$ cat src/rtl/pipe_pkg.sv
// Shared definitions for the elastic pipeline-stage registers.
// State encoding is {sv, hv}, so bit 0 is the head valid bit.
package pipe_pkg;

  localparam logic [1:0] ST_EMPTY = 2'd0;
  localparam logic [1:0] ST_ONE   = 2'd1;
  localparam logic [1:0] ST_FULL  = 2'd3;

  localparam int EXMEM_W  = 32;
  localparam int MEMWB_W  = 32;
  localparam int DEF_RD_W = 3;

  // Packed payload layout used by the parent stages.
  localparam int MEMTOREG_OFF = 0;
  localparam int EXRES_OFF    = 1;
  localparam int EXRES_W      = 15;
  localparam int MEMRES_OFF   = 16;
  localparam int MEMRES_W     = 16;

  function automatic int entry_w(input int data_w, input int rd_w);
    return data_w + rd_w + 2;
  endfunction

endpackage

$ cat src/rtl/pipe_entry_reg.sv
// Enabled entry register for one skid-buffer slot.
// Layout is {data, rd, regwrite, halt}.
module pipe_entry_reg #(
  parameter int W = 37
) (
  input  logic         clk,
  input  logic         rst,
  input  logic         en,
  input  logic [W-1:0] d,
  output logic [W-1:0] q
);

  always_ff @(posedge clk or posedge rst) begin
    if (rst) begin
      q <= '0;
    end else if (en) begin
      q <= d;
    end
  end

endmodule

$ cat src/rtl/pipe_stage_skid.sv
// Elastic pipeline register with a 2-entry skid buffer.
// Adds flush, sticky halt and a gated writeback tap.
module pipe_stage_skid
  import pipe_pkg::*;
#(
  parameter int DATA_W      = 32,
  parameter int RD_W        = 3,
  parameter int HALT_STICKY = 1
) (
  input  logic              clk,
  input  logic              rst,
  input  logic              in_valid,
  output logic              in_ready,
  input  logic [DATA_W-1:0] in_data,
  input  logic [RD_W-1:0]   in_rd,
  input  logic              in_regwrite,
  input  logic              in_halt,
  input  logic              flush,
  output logic              out_valid,
  input  logic              out_ready,
  output logic [DATA_W-1:0] out_data,
  output logic [RD_W-1:0]   out_rd,
  output logic              out_regwrite,
  output logic              out_halt,
  output logic              halted,
  output logic [1:0]        occupancy
);

  localparam int EW = entry_w(DATA_W, RD_W);

  logic [1:0]    state;
  logic [1:0]    state_nx;
  logic          hv;
  logic          sv;
  logic          flush_q;
  logic          halted_q;
  logic          live_q;
  logic          acc;
  logic          pop;
  logic          h_en;
  logic          s_en;
  logic          h_sel_s;
  logic          halt_set;
  logic [EW-1:0] in_ent;
  logic [EW-1:0] h_d;
  logic [EW-1:0] h_q;
  logic [EW-1:0] s_q;

  assign hv = state[0];
  assign sv = state[1];

  // live_q holds in_ready low until the first edge out of reset.
  assign in_ready = live_q & ~sv & ~halted_q & ~flush_q;

  assign acc    = in_valid & in_ready;
  assign pop    = hv & out_ready;
  assign in_ent = {in_data, in_rd, in_regwrite, in_halt};

  always_ff @(posedge clk or posedge rst) begin
    if (rst) begin
      state <= ST_EMPTY;
    end else begin
      state <= state_nx;
    end
  end

  always_comb begin
    state_nx = state;
    if (flush) begin
      state_nx = ST_EMPTY;
    end else begin
      unique case (state)
        ST_EMPTY: if (acc) state_nx = ST_ONE;
        ST_ONE: begin
          if (acc & ~pop) state_nx = ST_FULL;
          else if (~acc & pop) state_nx = ST_EMPTY;
        end
        ST_FULL: if (pop) state_nx = ST_ONE;
        default: state_nx = ST_EMPTY;
      endcase
    end
  end

  always_comb begin
    h_en    = 1'b0;
    s_en    = 1'b0;
    h_sel_s = 1'b0;
    if (!flush) begin
      unique case (state)
        ST_EMPTY: h_en = acc;
        ST_ONE: begin
          h_en = acc & pop;
          s_en = acc & ~pop;
        end
        ST_FULL: begin
          h_en    = pop;
          h_sel_s = 1'b1;
        end
        default: h_en = 1'b0;
      endcase
    end
  end

  assign h_d = h_sel_s ? s_q : in_ent;

  assign halt_set = (HALT_STICKY != 0) & pop & h_q[0] & ~flush;

  always_ff @(posedge clk or posedge rst) begin
    if (rst) begin
      flush_q  <= 1'b0;
      halted_q <= 1'b0;
      live_q   <= 1'b0;
    end else begin
      flush_q  <= flush;
      halted_q <= halted_q | halt_set;
      live_q   <= 1'b1;
    end
  end

  pipe_entry_reg #(.W(EW)) u_head (
    .clk (clk),
    .rst (rst),
    .en  (h_en),
    .d   (h_d),
    .q   (h_q)
  );

  pipe_entry_reg #(.W(EW)) u_skid (
    .clk (clk),
    .rst (rst),
    .en  (s_en),
    .d   (in_ent),
    .q   (s_q)
  );

  assign out_valid    = hv;
  assign out_data     = h_q[EW-1 -: DATA_W];
  assign out_rd       = h_q[2 +: RD_W];
  assign out_regwrite = hv & h_q[1];
  assign out_halt     = hv & h_q[0];
  assign halted       = halted_q;
  assign occupancy    = {1'b0, hv} + {1'b0, sv};

endmodule

$ cat config.mk
export PLATFORM = sky130hd
export DESIGN_NAME = pipe_stage_skid
export DESIGN_NICKNAME = d
export VERILOG_FILES = /design/src/rtl/pipe_pkg.sv /design/src/rtl/pipe_entry_reg.sv /design/src/rtl/pipe_stage_skid.sv
export SDC_FILE = /design/constraint.sdc
export NUM_CORES = 1
export LEC_CHECK = 0
export ABC_AREA = 1
export BUFFER_PORTS_ARGS = -buffer_cell sky130_fd_sc_hd__buf_4
export CORE_MARGIN = 5
export CORE_UTILIZATION = 55
export CTS_CLUSTER_DIAMETER = 150
export DETAILED_ROUTE_END_ITERATION = 8
export PLACE_DENSITY = 0.8
export SLEW_MARGIN = 10
export SYNTH_ARGS = -nofsm -noshare
export SYNTH_HDL_FRONTEND = slang
export SYNTH_SLANG_ARGS = --single-unit
$ cat constraint.sdc
create_clock -name clk -period 5.08 [get_ports clk]
set_clock_uncertainty 0.1 [all_clocks]
set_input_delay 0.254 -clock clk [delete_from_list [all_inputs] [get_ports clk]]
set_output_delay 0.254 -clock clk [all_outputs]
set_load 0.03 [all_outputs]
## Yosys cells after proc, flatten, opt, wreduce, memory -nomap -nowiden

Cells that the tools add are included.
Widths: inputs -> output; s select.

- Reductions and logical operators: 2
- Bitwise operators: 19
- Add/subtract/negate cells: 1
- Eq/ne operators: 5
- Mux-type cells: 13

Operator list:

| cell | count |
|---|---|
| $mux 37 | 1 |
| $and 1x1->1 | 12 |
| $mux 2 | 5 |
| $ne 3x3->1 const B | 2 |
| $not 1->1 | 6 |
| $pmux 2 s3 | 1 |
| $mux 1 | 5 |
| $ne 4x4->1 const B | 1 |
| $pmux 1 s3 | 1 |
| $reduce_and 3->1 | 1 |
| $add 1x1->2 | 1 |
| $eq 2x1->1 const B | 1 |
| $eq 2x2->1 const B | 1 |
| $logic_not 2->1 | 1 |
| $or 1x1->1 | 1 |

- Output and inout bits: 42
- Register bits: 79
- Logic and storage cells: 46
- Bits of input ports: 42

## Logic depth before layout (Yosys ltp)

- Depth in word-level cells: 11
- Depth in mapped cells: 13
- Gate-level depth less buffers: 12

## By module

Synthesis repeated with hierarchy kept, for this count alone.

- Cells, all modules: 411
- Area, all modules: 3778.6 µm²

Modules (own cells, without submodules):

| module | cells each | seq. area each (µm²) | instances | area each (µm²) |
|---|---|---|---|---|
| pipe_entry_reg | 157 | 925.9 | 2 | 1417.6 |
| pipe_stage_skid | 97 | 125.1 | 1 | 943.4 |

## Worst setup path before layout

OpenSTA, ideal clock, no wires.

- Path type: reg2reg
- From: register state[0]
- To: register u_head.q[0]
- Arrival: 1.756 ns
- Setup time: 0.116 ns
- Clock period less this slack: 1.973 ns
- Required time: 4.864 ns
- Cell stages (with the launch flop): 10
- Path buffers: 1
- Setup slack: 3.107 ns
- Cell sequence: dfrtp_1 ha_1 inv_1 o21ai_2 inv_2 nand2_4 nand2_4 buf_6 nand2_1 nand2_1

- Word-level cells in the longest chain between the ends: 4
- Elaborated cells between the ends (all ways): 10
- Those cells by class: eq/ne: 2; mux: 5; bitwise: 2; reduce/logical: 1

Ends and longest elaborated chain:

| item | RTL line | source |
|---|---|---|
| start: declaration | pipe_stage_skid.sv:31 | `logic [1:0] state;` |
| start signal: assignment | pipe_stage_skid.sv:63 | `state <= state_nx;` |
| $and 1x1->1 or $eq 2x2->1 (tied branches) | pipe_stage_skid.sv:56, pipe_stage_skid.sv:89 |  |
| $and 1x1->1 or $mux 1 (tied branches) | pipe_stage_skid.sv:92, pipe_stage_skid.sv:89 |  |
| $pmux 1 s3 or $mux 1 (tied branches) | pipe_stage_skid.sv:89, pipe_stage_skid.sv:88 |  |
| $mux 1 or $mux 37 (tied branches) | pipe_stage_skid.sv:88, pipe_stage_skid.sv:104 |  |
| end signal: assignment | pipe_entry_reg.sv:15 | `q <= '0;` |
| end signal: assignment | pipe_entry_reg.sv:17 | `q <= d;` |
| end: declaration | pipe_entry_reg.sv:10 | `output logic [W-1:0] q` |

Parallel ways exist; a longest one is shown, timed or not.
A chain may end at the register's enable or synchronous reset.

## Final worst setup path

- From: register state[0]
- To: register u_head.q[1]

The elaborated chain is that of the path after synthesis.

==> flow_metrics.tcl <==
set metrics [dict create \
    vias 3121 \
    power_uw 2340 \
    clock_latency_ps 350 \
    rsz0062_at_grt "no" \
    maxCapViolCount 0 \
    synth_area_um2 4000 \
    grt_pass1_vias 2993 \
    design.core.area_um2 7180 \
    die_w_um 95.3 \
    synthCells 491 \
    comb_power_share 0.372 \
    cts_sinks 79 \
    insertedDiodeCount 0 \
    root_buffer "clkbuf_8" \
    post_cts_resize_count 0 \
    power_switching_uw 903 \
    syn_to_final_growth_pct 12.6 \
    initial_core_util 0.558 \
    cts_setup_buffers 0 \
    path_buf_inv 1 \
    ys_seq_area_frac 0.494 \
    crit_required_ps 5210 \
    cts_made_buffers 9 \
    clockBufferDepth 2 \
    finish.utilization 0.628 \
    ys_warn_count 0 \
    grt_pass1_wl_mm 14.1 \
    power_density_nw_per_um2 520 \
    post-route-drc-count 0 \
    synth_fp_nets 539 \
    yosys.area_share.simple 0.223 \
    tightestPinTransition_ps 1150 \
    wl_met2_mm 4.28 \
    placed_cells 612 \
    min_path_type "in -> reg" \
    wl_mm 8.50 \
    syn_avg_cell_area_um2 8.15 \
    hold_depth 3 \
    met3_length_um 398 \
    antenna_found_initial 0 \
    whs_ps 59.3 \
    drt_first_pass_iters 5 \
    irDropWorstVdd_mv 0.218 \
    io_pins 84 \
    slew_headroom 0.231 \
    antenna_left 0 \
    post-route-period-util 0.527 \
    drive_gt1_frac 0.205 \
    grt_max_degree 80 \
    cts_tree "yes" \
    max_freq_mhz 374 \
    endpoint_kind "register" \
    start_kind "register" \
    p_int_uw 1440 \
    clkPwrFrac 0.210 \
    synth_xor_area_frac 0 \
    die_y_um 95.3 \
    clkTransAtPathRegs_ps 80 \
    switching_share 0.385 \
    ys_seq_elements 79 \
    max_stage_delay_ps 810 \
    hold_end "u_skid.q[18]" \
    worstSetupPathType "reg -> reg" \
    cp_top_family "simple AND/OR/NAND/NOR gates" \
    post-dp-hpwl_mm 5.38 \
    overflow 0 \
    rr_startpoint "state[0]" \
    critPathMaxFanout 40 \
    wl_per_cell_um 13.5 \
    synth_top_family_by_area "simple AND/OR/NAND/NOR gates" \
    worstHoldStart "in_data[13]" \
    postCtsHoldBufs 1 \
    fin_cells 627 \
    slew_violations 0 \
    port_buffers 83 \
    drtIter0Drc 167 \
    wl_met1_mm 3.69 \
    p_seq_frac 0.417 \
    synth.distinct_cells 23 \
    h-tree-depth 3 \
    arrival_ps 2810 \
    slowest_stage "nor2_4" \
    r2r_slack_ps 2400 \
    maxUsedRoutingLayer "met4" \
    finalSetupViolations 0 \
    ff2ff_path_depth 6 \
    place.gp.congestion 0.810 \
    num_rows 31 \
    path_cells "inv_1, ha_1, nor2_4, nand2_4, nand2_1, nand2_1" \
    status "finished clean" \
    fin_crit_ps 2680 \
    grt_util_all_layers 0.201 \
    tns_ps 0 \
    mostFrequentLayoutCell "nand2_1" \
    critPathMostFrequentCell "nand2_1" \
    p_leak_uw 0.00257 \
    dieArea_um2 9090 \
    num-nets-final 573 \
    synth_compound_area_frac 0.0969 \
    hold_viol 0 \
    routed_via_density 4.98 \
    synth_fa_ha_area_frac 0.0188 \
    rr_endpoint "u_head.q[1]" \
    layout_common_cells "nand2_1 (126), buf_4 (84), dfrtp_1 (79)" \
    muxShareOfSynthArea 0 \
]
==> tightest hold or removal path, delay by kind of cell <==
kind	cells	cell delay (ps)
compound gates	1	100
buf+inv	1	80
simple gates	1	30
==> stage by stage <==
stage,worst slack [ps],instance area (um2)
floorplan,2700,4000
global placement,2570,4290
detailed placement,2460,4290
CTS,2420,4500
global route,2260,4510
finish,2400,4510
==> worst max-delay path by stage <==
stage	from	endpoint	slack (ps)	depth (start not counted)
4_1_cts	state[0]	u_head.q[1]	2420	6
3_3_place_gp	state[0]	u_head.q[11]	2570	6
2_1_floorplan	rst	flush_q	2700	1
3_5_place_dp	state[0]	u_head.q[4]	2460	6
5_1_grt	state[0]	u_head.q[1]	2260	6
6_report	state[0]	u_head.q[1]	2400	6
==> Yosys cell counts <==
master    count  area (um2)
o21ai_0      37         185
buf_1         1        3.75
nor2_1       39         146
ha_1          6        75.1
nand2_1     128         480
a31o_2        1        8.76
nor4_1        1        6.26
dfrtp_1      79        1980
nand4_1       3        18.8
o21ai_2       1        8.76
nand2_2       1        6.26
nand3_1      41         205
clkbuf_1      3        11.3
nor2_2        1        6.26
buf_12        4        80.1
nand2_4       2        22.5
buf_2        14        70.1
buf_4        37         278
conb_1        1        3.75
buf_6         3        33.8
inv_2         2        7.51
a21oi_1      37         185
inv_1        49         184
==> power by group through the flow <==
stage / Clock (uW) / Sequential (uW) / Combinational [uW]
floorplan: 0 / 960 / 764
global placement: 0 / 977 / 856
detailed placement: 0 / 986 / 882
CTS: 501 / 978 / 885
global route: 532 / 1000 / 952
finish: 493 / 978 / 872
==> cell type report <==
class	instances	area, um2
fill	647	2670
sequential	79	1980
multi-input combinational	299	1370
timing repair buffer	85	641
inverter	51	193
clock buffer	10	128
tap	99	124
clock inverter	4	72.6
==> logic make-up after synthesis <==
logic type | after synthesis
flops | 79
fa+ha+maj | 6
other cells | 1
buf+inv | 113
compound gates | 76
simple gates | 216
==> state kept, by name, indices dropped and copies added, names as in the netlist <==
signal and cells:
u_head.q 37, u_skid.q 37, state 2, flush_q 1
halted 1, live_q 1
==> layer usage <==
layer  global-route usage  vias to the layer above
li1                     -                     1563
met1                0.260                     1476
met2                0.331                       71
met3               0.0418                       11
met4               0.0793                        0
met5                    0                        -
Note: power is estimated with default switching activity, not from simulation.
